### config.mk
export PLATFORM = sky130hd
export DESIGN_NAME = multicycle_ctrl
export DESIGN_NICKNAME = d
export VERILOG_FILES = /design/src/rtl/multicycle_ctrl.sv
export SDC_FILE = /design/constraint.sdc
export NUM_CORES = 1
export LEC_CHECK = 0
export ABC_AREA = 1
export CAP_MARGIN = 20
export CORE_UTILIZATION = 26
export DETAILED_ROUTE_END_ITERATION = 7
export PLACE_DENSITY = 0.46
export SYNTH_ARGS = -nofsm -noshare
export SYNTH_HDL_FRONTEND = slang
export SYNTH_SLANG_ARGS = --single-unit
### constraint.sdc
create_clock -name clk -period 2.11 [get_ports clk]
set_clock_uncertainty 0.15 [all_clocks]
set_input_delay 0.422 -clock clk [delete_from_list [all_inputs] [get_ports clk]]
set_output_delay 0.422 -clock clk [all_outputs]
set_load 0.005 [all_outputs]
### src/rtl/multicycle_ctrl.sv
// multicycle_ctrl: multicycle FSM controller for a small RISC-V subset (R/I ALU ops, LOAD, STORE).
// Strobes follow the state and decode registers; only the STORE-exit pc_en also looks at mem_ready.
module multicycle_ctrl #(
    parameter logic [31:0] RETIRED_RST = '0
) (
    input  logic        clk,
    input  logic        reset,
    input  logic [6:0]  opcode,
    input  logic [2:0]  funct3,
    input  logic [6:0]  funct7,
    input  logic        mem_ready,
    output logic        ir_en,
    output logic        pc_en,
    output logic        reg_write,
    output logic        mem2reg,
    output logic        alu_src,
    output logic        mem_read,
    output logic        mem_write,
    output logic [3:0]  alu_cc,
    output logic        illegal,
    output logic [31:0] retired
);
    typedef enum logic [2:0] {FETCH, DECODE, EXEC, MEM, WB, TRAP} state_t;
    typedef enum logic [1:0] {C_ALU, C_LOAD, C_STORE} cls_t;

    state_t      state_q, state_d;
    cls_t        cls_q, cls_d;
    logic [3:0]  cc_q, cc_d;
    logic        src_q, src_d;
    logic [31:0] retired_q, retired_d;

    logic       is_r, is_i, is_ld, is_st, f3_ok, f7_ok, legal;
    logic [3:0] dec_cc;

    assign is_r   = opcode == 7'b0110011;
    assign is_i   = opcode == 7'b0010011;
    assign is_ld  = opcode == 7'b0000011;
    assign is_st  = opcode == 7'b0100011;
    assign f7_ok  = funct7 == 7'b0000000 || funct7 == 7'b0100000;
    assign f3_ok  = funct3 inside {3'b000, 3'b111, 3'b110, 3'b100, 3'b010};
    assign legal  = is_ld || is_st || ((is_r || is_i) && f3_ok && (!is_r || f7_ok));
    // funct7 selects SUB only for R-type; on I-type those bits belong to the immediate
    assign dec_cc = (is_ld || is_st)  ? 4'b0010 :
                    funct3 == 3'b000  ? ((is_r && funct7 == 7'b0100000) ? 4'b0110 : 4'b0010) :
                    funct3 == 3'b111  ? 4'b0000 :
                    funct3 == 3'b110  ? 4'b0001 :
                    funct3 == 3'b100  ? 4'b1101 : 4'b0111;

    assign ir_en     = state_q == FETCH;
    assign reg_write = state_q == WB;
    assign mem2reg   = state_q == WB && cls_q == C_LOAD;
    assign mem_read  = state_q == MEM && cls_q == C_LOAD;
    assign mem_write = state_q == MEM && cls_q == C_STORE;
    assign pc_en     = state_q == WB || (mem_write && mem_ready);
    assign alu_cc    = cc_q;
    assign alu_src   = src_q;
    assign illegal   = state_q == TRAP;
    assign retired   = retired_q;

    always_comb begin
        state_d   = state_q;
        cls_d     = cls_q;
        cc_d      = cc_q;
        src_d     = src_q;
        retired_d = pc_en ? retired_q + 32'd1 : retired_q;
        case (state_q)
            FETCH:  state_d = DECODE;
            DECODE: begin
                state_d = legal ? EXEC : TRAP;
                cls_d   = is_ld ? C_LOAD : is_st ? C_STORE : C_ALU;
                cc_d    = dec_cc;
                src_d   = !is_r;
            end
            EXEC:   state_d = cls_q == C_ALU ? WB : MEM;
            MEM:    state_d = !mem_ready ? MEM : cls_q == C_LOAD ? WB : FETCH;
            WB:     state_d = FETCH;
            default: state_d = TRAP;
        endcase
    end

    always_ff @(posedge clk) begin
        if (reset) begin
            state_q   <= FETCH;
            cls_q     <= C_ALU;
            cc_q      <= '0;
            src_q     <= 1'b0;
            retired_q <= RETIRED_RST;
        end else begin
            state_q   <= state_d;
            cls_q     <= cls_d;
            cc_q      <= cc_d;
            src_q     <= src_d;
            retired_q <= retired_d;
        end
    end
endmodule

==> results of run 1 <==
final cells by class:
cell class	count	area share (%)
Sequential cell	42	26.0
Multi-Input combinational cell	275	41.1
Clock buffer	7	2.32
Inverter	48	5.48
Tap cell	108	4.11
Timing Repair Buffer	71	21.0
worst reg2reg max path, delay by kind of cell (launching register included):
family,cells,cell delay [ps]
and+or+nand+nor,6,640
buffers and inverters,3,510
DFF,1,380
worst max path at each step:
stage	startpoint	endpoint	slack (ps)
floorplan	retired[0]	retired[26]	470
global placement	mem_ready	pc_en	-120
detailed placement	mem_ready	pc_en	-120
CTS	state_q[0]	pc_en	-40
global route	state_q[0]	mem_read	-100
finish	state_q[0]	mem_read	-30
where the power goes:
group	switching, mW	internal [mW]	total (mW)
sequential	0.0185	0.812	0.830
clock	0.282	0.229	0.510
combinational	0.123	0.121	0.244
metrics by stage:
step	cells	setup TNS (ps)	area [sq um]	util, %
final	551	-25.4	3290	37.0
after global routing	551	-135	3290	37.0
after CTS	551	-72.5	3270	36.8
after detailed placement	544	-371	3190	35.8
after global placement	544	-262	3190	35.8
after floorplan	374	0	2440	-
kinds of logic (layout without fill, tap and decap cells):
family                   count (synthesis)  count (layout)  synth area share [%]
buffers and inverters                   57             126                  10.6
AO/OA/AOI/OAI                           43              43                  9.80
adder cells (fa/ha/maj)                  1               1                 0.513
flip-flops                              42              42                  34.5
XOR/XNOR                                 4               4                  1.44
AND/OR/NAND/NOR                        227             227                  43.2
routing by layer:
| layer | up-vias | share of wire, % | track usage [%] |
|---|---|---|---|
| li1 | 1327 | - | - |
| met1 | 1113 | 53 | 19.1 |
| met2 | 35 | 43 | 23.0 |
| met3 | 6 | 3.1 | 2.77 |
| met4 | 0 | 1.1 | 3.79 |
| met5 | - | 0 | 0 |
synthesized netlist by cell type, types with 3 or more instances:
cell / instances
dfxtp_1: 42
nor2_2: 7
inv_1: 46
nor3_1: 12
clkbuf_1: 3
nand2_1: 86
nand3_2: 6
nand3_1: 23
a21oi_1: 24
o21ai_0: 11
xor2_1: 4
nand4_1: 11
nand2_2: 4
nor2_1: 67
sequential cells by signal, summed over array words and instances (netlist names):
register	cells
retired	32
alu_cc	4
state_q	3
cls_q	2
alu_src	1
==> flow_metrics.py, run 1 <==
metrics = {
    "detailed_routing": {
        "ant_nets": 0,
        "drc": 0,
        "firstDrtPassIters": 4,
        "wirelength_mm": 6.45,
        "vias": 2481,
        "wl_per_cell_microns": 11.7,
        "drt_iter0_drc": 84,
        "vias_per_cell": 4.50,
    },
    "finish": {
        "antenna_cells": 0,
        "layout_commonest_cell": "nand2_1",
        "nets": 464,
        "drive_gt1_share_pct": 11.3,
        "area_growth_pct": 34.7,
        "multi_input_area_sq_um": 1350,
        "layout_common_cells": "nand2_1 (85), nor2_1 (64), clkdlybuf4s50_1 (60)",
        "seqCellArea_sq_um": 855,
        "fill_cells": 970,
    },
    "timing": {
        "period_share_pct": 101,
        "hold_viol": 0,
        "period_minus_slack_ps": 2140,
        "whs_ps": 318,
        "slew_viol_final": 0,
        "worstMarginPinSlew_ps": 306,
        "setup_viol": 1,
        "timing.final.ws_setup_ps": -25.4,
        "grt_setup_unrepaired": "yes",
        "max_slew_margin_pct": 79.4,
        "fmax_mhz": 468,
    },
    "die": {
        "die_area_sq_um": 9770,
        "rows": 34,
        "core_area_sq_um": 8890,
        "die_h_microns": 98.8,
        "io_pins": 64,
        "die_w_microns": 98.8,
        "start_util_pct": 27.4,
    },
    "worst_setup_path": {
        "reg2reg_slack_ps": 310,
        "worstPathRequired_ps": 1540,
        "slowest_stage": "clkdlybuf4s50_1",
        "cpLargestDelayFamily": "buffers and inverters",
        "cp_cell_sequence": "nand2_1 -> nor2_2 -> inv_1 -> nor2_2 -> clkdlybuf4s50_1",
        "r2r_end": "retired[12]",
        "max_stage_delay_ps": 510,
        "crit_buf_inv": 2,
        "start_kind": "register",
        "cp.depth": 5,
        "critPathArrivalTime_ps": 1560,
        "crit_path_frequent_cell": "nor2_2",
        "worst-setup-path-type": "register to output pin",
        "worst_setup_path_end_kind": "output pin",
        "critPathMaxFanout": 6,
        "r2r_cells": 9,
        "r2r-start": "state_q[0]",
    },
    "synth": {
        "yosysTopAreaCellShare_pct": 34.5,
        "synthFlopType": "dfxtp_1",
        "syn-num-nets": 395,
        "synth-seq-cells": 42,
        "synth-warning-count": 0,
        "syn-cell-area_sq_um": 2440,
        "syn_area_per_cell_sq_um": 6.52,
        "synth_area_leaders": "dfxtp_1 (34%), nand2_1 (13%), nor2_1 (10%)",
        "postSynth.asyncResetShare_pct": 0,
        "synth-edff-count": 0,
        "yosysSeqAreaShare_pct": 34.5,
        "netlist_instances": 374,
        "synth.distinct_cells": 36,
        "synth_area_leader_cell": "dfxtp_1",
    },
    "cts": {
        "cts.sinks": 42,
        "numCtsBuffers": 5,
        "cts_resized": 9,
        "cts.path.max_buffers": 2,
        "cts_max_level": 2,
        "postCtsHoldBufs": 0,
        "cts_tree": "done",
        "post_cts_buffers": 0,
        "clock_latency_ps": 300,
        "clkTransAtPathRegs_ps": 80,
        "root_buffer": "clkbuf_8",
    },
    "hold_path": {
        "worst_hold_path.endpoint": "alu_cc[0]",
        "hp-class": "register to register",
        "worstHoldStart": "alu_cc[0]",
        "hold_depth": 2,
    },
    "pwr": {
        "p_per_area_nw_per_um2": 482,
        "p_leak_nw": 1.27,
        "vdd_drop_max_mv": 0.198,
        "p_total_mw": 1.58,
    },
    "grt": {
        "grt-ovfl-total": 0,
        "grt_pass1_wl_mm": 11.0,
        "antenna_found_initial": 0,
        "grt_pass1_vias": 2373,
        "track_usage_pct": 14.2,
        "grt_max_degree": 25,
    },
    "place": {
        "pre_cts_slack_ps": -119,
        "place_congestion": 0.772,
        "dpl.hpwl_mm": 4.98,
        "port_buffers": 63,
    },
    "flow_run": {
        "max_cap_violations": 0,
    },
    "status": {
        "violations": "setup timing",
        "status": "finished, violations left",
    },
}
(Power assumes the default switching activity.)
==> run 2: changes to the inputs <==
Settings changed: CORE_MARGIN from default to 8.
==> run 2 against run 1 <==
Compared with the run above: the run now ends clean; sequential share of layout area fell by 0.65 points; global-route usage is 2.9 points lower; core utilization down 0.56 points; sequential cell count did not move; via count hardly changed; sequential power about the same; setup slack improved by 110 ps; critical endpoint is now mem2reg; largest cell class unchanged; largest power group unchanged.
==> flow_metrics.py, run 2 (same netlist as run 1, synthesis figures left out) <==
metrics = {
    "pwr": {
        "pwr-share-clk_pct": 32.9,
        "pwr-share-seq_pct": 51.1,
        "p_per_area_nw_per_um2": 489,
        "pwr-share-comb_pct": 16.0,
        "p_int_mw": 1.21,
        "vdd_drop_max_mv": 0.243,
        "p_total_mw": 1.63,
        "p_sw_share_pct": 26.0,
        "power.switching_mw": 0.424,
        "p_leak_nw": 1.30,
    },
    "grt": {
        "grt_max_degree": 25,
        "grt-ovfl-total": 0,
        "grt_pass1_vias": 2339,
        "antenna_found_initial": 0,
        "track_usage_pct": 11.3,
        "grt_pass1_wl_mm": 11.8,
    },
    "finish": {
        "antenna_cells": 0,
        "layout_common_cells": "nand2_1 (85), nor2_1 (64), clkdlybuf4s50_1 (60)",
        "largest_reg_flops": 32,
        "area_growth_pct": 36.6,
        "stdcell_count": 559,
        "layout_commonest_cell": "nand2_1",
        "nets": 468,
        "drive_gt1_share_pct": 12.3,
    },
    "timing": {
        "fmax_mhz": 493,
        "hold_viol": 0,
        "period_share_pct": 96.2,
        "max_slew_margin_pct": 70.5,
        "worstMarginPinSlew_ps": 441,
        "period_minus_slack_ps": 2030,
        "setup_viol": 0,
        "slew_viol_final": 0,
    },
    "worst_setup_path": {
        "critPathArrivalTime_ps": 1460,
        "worst-setup-path-type": "register to output pin",
        "worstPathRequired_ps": 1540,
        "critPathMaxFanout": 6,
        "start_kind": "register",
        "worst_setup_path_end_kind": "output pin",
    },
    "detailed_routing": {
        "firstDrtPassIters": 4,
        "wl_per_cell_microns": 12.7,
        "drc": 0,
        "drt_iter0_drc": 111,
        "wirelength_mm": 7.08,
        "vias": 2479,
        "vias_per_cell": 4.43,
        "ant_nets": 0,
    },
    "flow_run": {
        "max_cap_violations": 0,
    },
    "die": {
        "die_h_microns": 113,
        "die_w_microns": 113,
        "start_util_pct": 26.6,
        "rows": 35,
        "io_pins": 64,
        "die_area_sq_um": 12700,
        "core_area_sq_um": 9150,
    },
    "place": {
        "place_congestion": 0.775,
        "dp.cells": 548,
        "dpl.hpwl_mm": 5.53,
        "port_buffers": 63,
    },
    "status": {
        "status": "completed",
    },
    "cts": {
        "clkTransAtPathRegs_ps": 80,
        "cts_tree": "done",
        "cts_max_level": 2,
        "numCtsBuffers": 5,
        "root_buffer": "clkbuf_8",
        "clock_latency_ps": 290,
        "cts.sinks": 42,
        "cts.path.max_buffers": 2,
    },
    "hold_path": {
        "hp-class": "register to register",
    },
}
==> run 2: area by class of cell <==
cell class	instances	area, sq um
clock inverter	1	5.00
inverter	48	180
tap	111	139
sequential	42	845
multi-input combinational	275	1360
timing repair buffer	75	717
clock buffer	7	86.3
fill	1001	5820
==> run 2: what timing repair did <==
item | 4_1_cts | 5_1_grt
setup endpoints to repair | 5 | 4
hold buffers | 0 | 0
setup buffers | 1 | 2
gates resized for setup | 8 | 4
pin swaps | 1 | 1
==> run 2: layer usage <==
layer | track usage (%) | wire length [microns] | vias up
met4 | 3.33 | 100 | 0
li1 | - | - | 1340
met3 | 3.04 | 289 | 8
met2 | 18.1 | 3180 | 36
met1 | 14.4 | 3510 | 1095
met5 | 0 | 0 | -
==> run 2: stage by stage <==
step                worst slack, ps  TNS, ps  util [%]  hold slack, ps  cell area (sq um)
global placement               -165     -276      34.9             314               3200
floorplan                       473        0         -             311               2440
CTS                            27.7        0      36.1             324               3300
detailed placement             -161     -365      34.9             314               3200
finish                         79.8        0      36.4             319               3330
global route                  -2.51    -2.51      36.4             360               3330
==> run 2: power by group through the flow <==
stage | clock (mW) | combinational [mW] | sequential (mW)
after floorplan | 0 | 0.136 | 0.846
after global routing | 0.599 | 0.289 | 0.836
after CTS | 0.557 | 0.254 | 0.832
after detailed placement | 0 | 0.249 | 0.848
final | 0.537 | 0.260 | 0.833
after global placement | 0 | 0.248 | 0.848
==> run 2: worst max-delay path, cell delays in order (launching register included) <==
cell             delay, ps
dfxtp_2                360
nor2_4                 120
nand2_2                 90
nor2_2                  80
clkdlybuf4s50_1        510
==> run 2: worst paths after layout <==
path | startpoint | end | slack (ps) | depth (start not counted)
setup / recovery | state_q[0] | mem2reg | 80 | 4
hold / removal | alu_cc[0] | alu_cc[0] | 320 | 2
setup reg to reg | state_q[1] | retired[27] | 200 | 11
hold reg to reg | alu_cc[0] | alu_cc[0] | 320 | 2
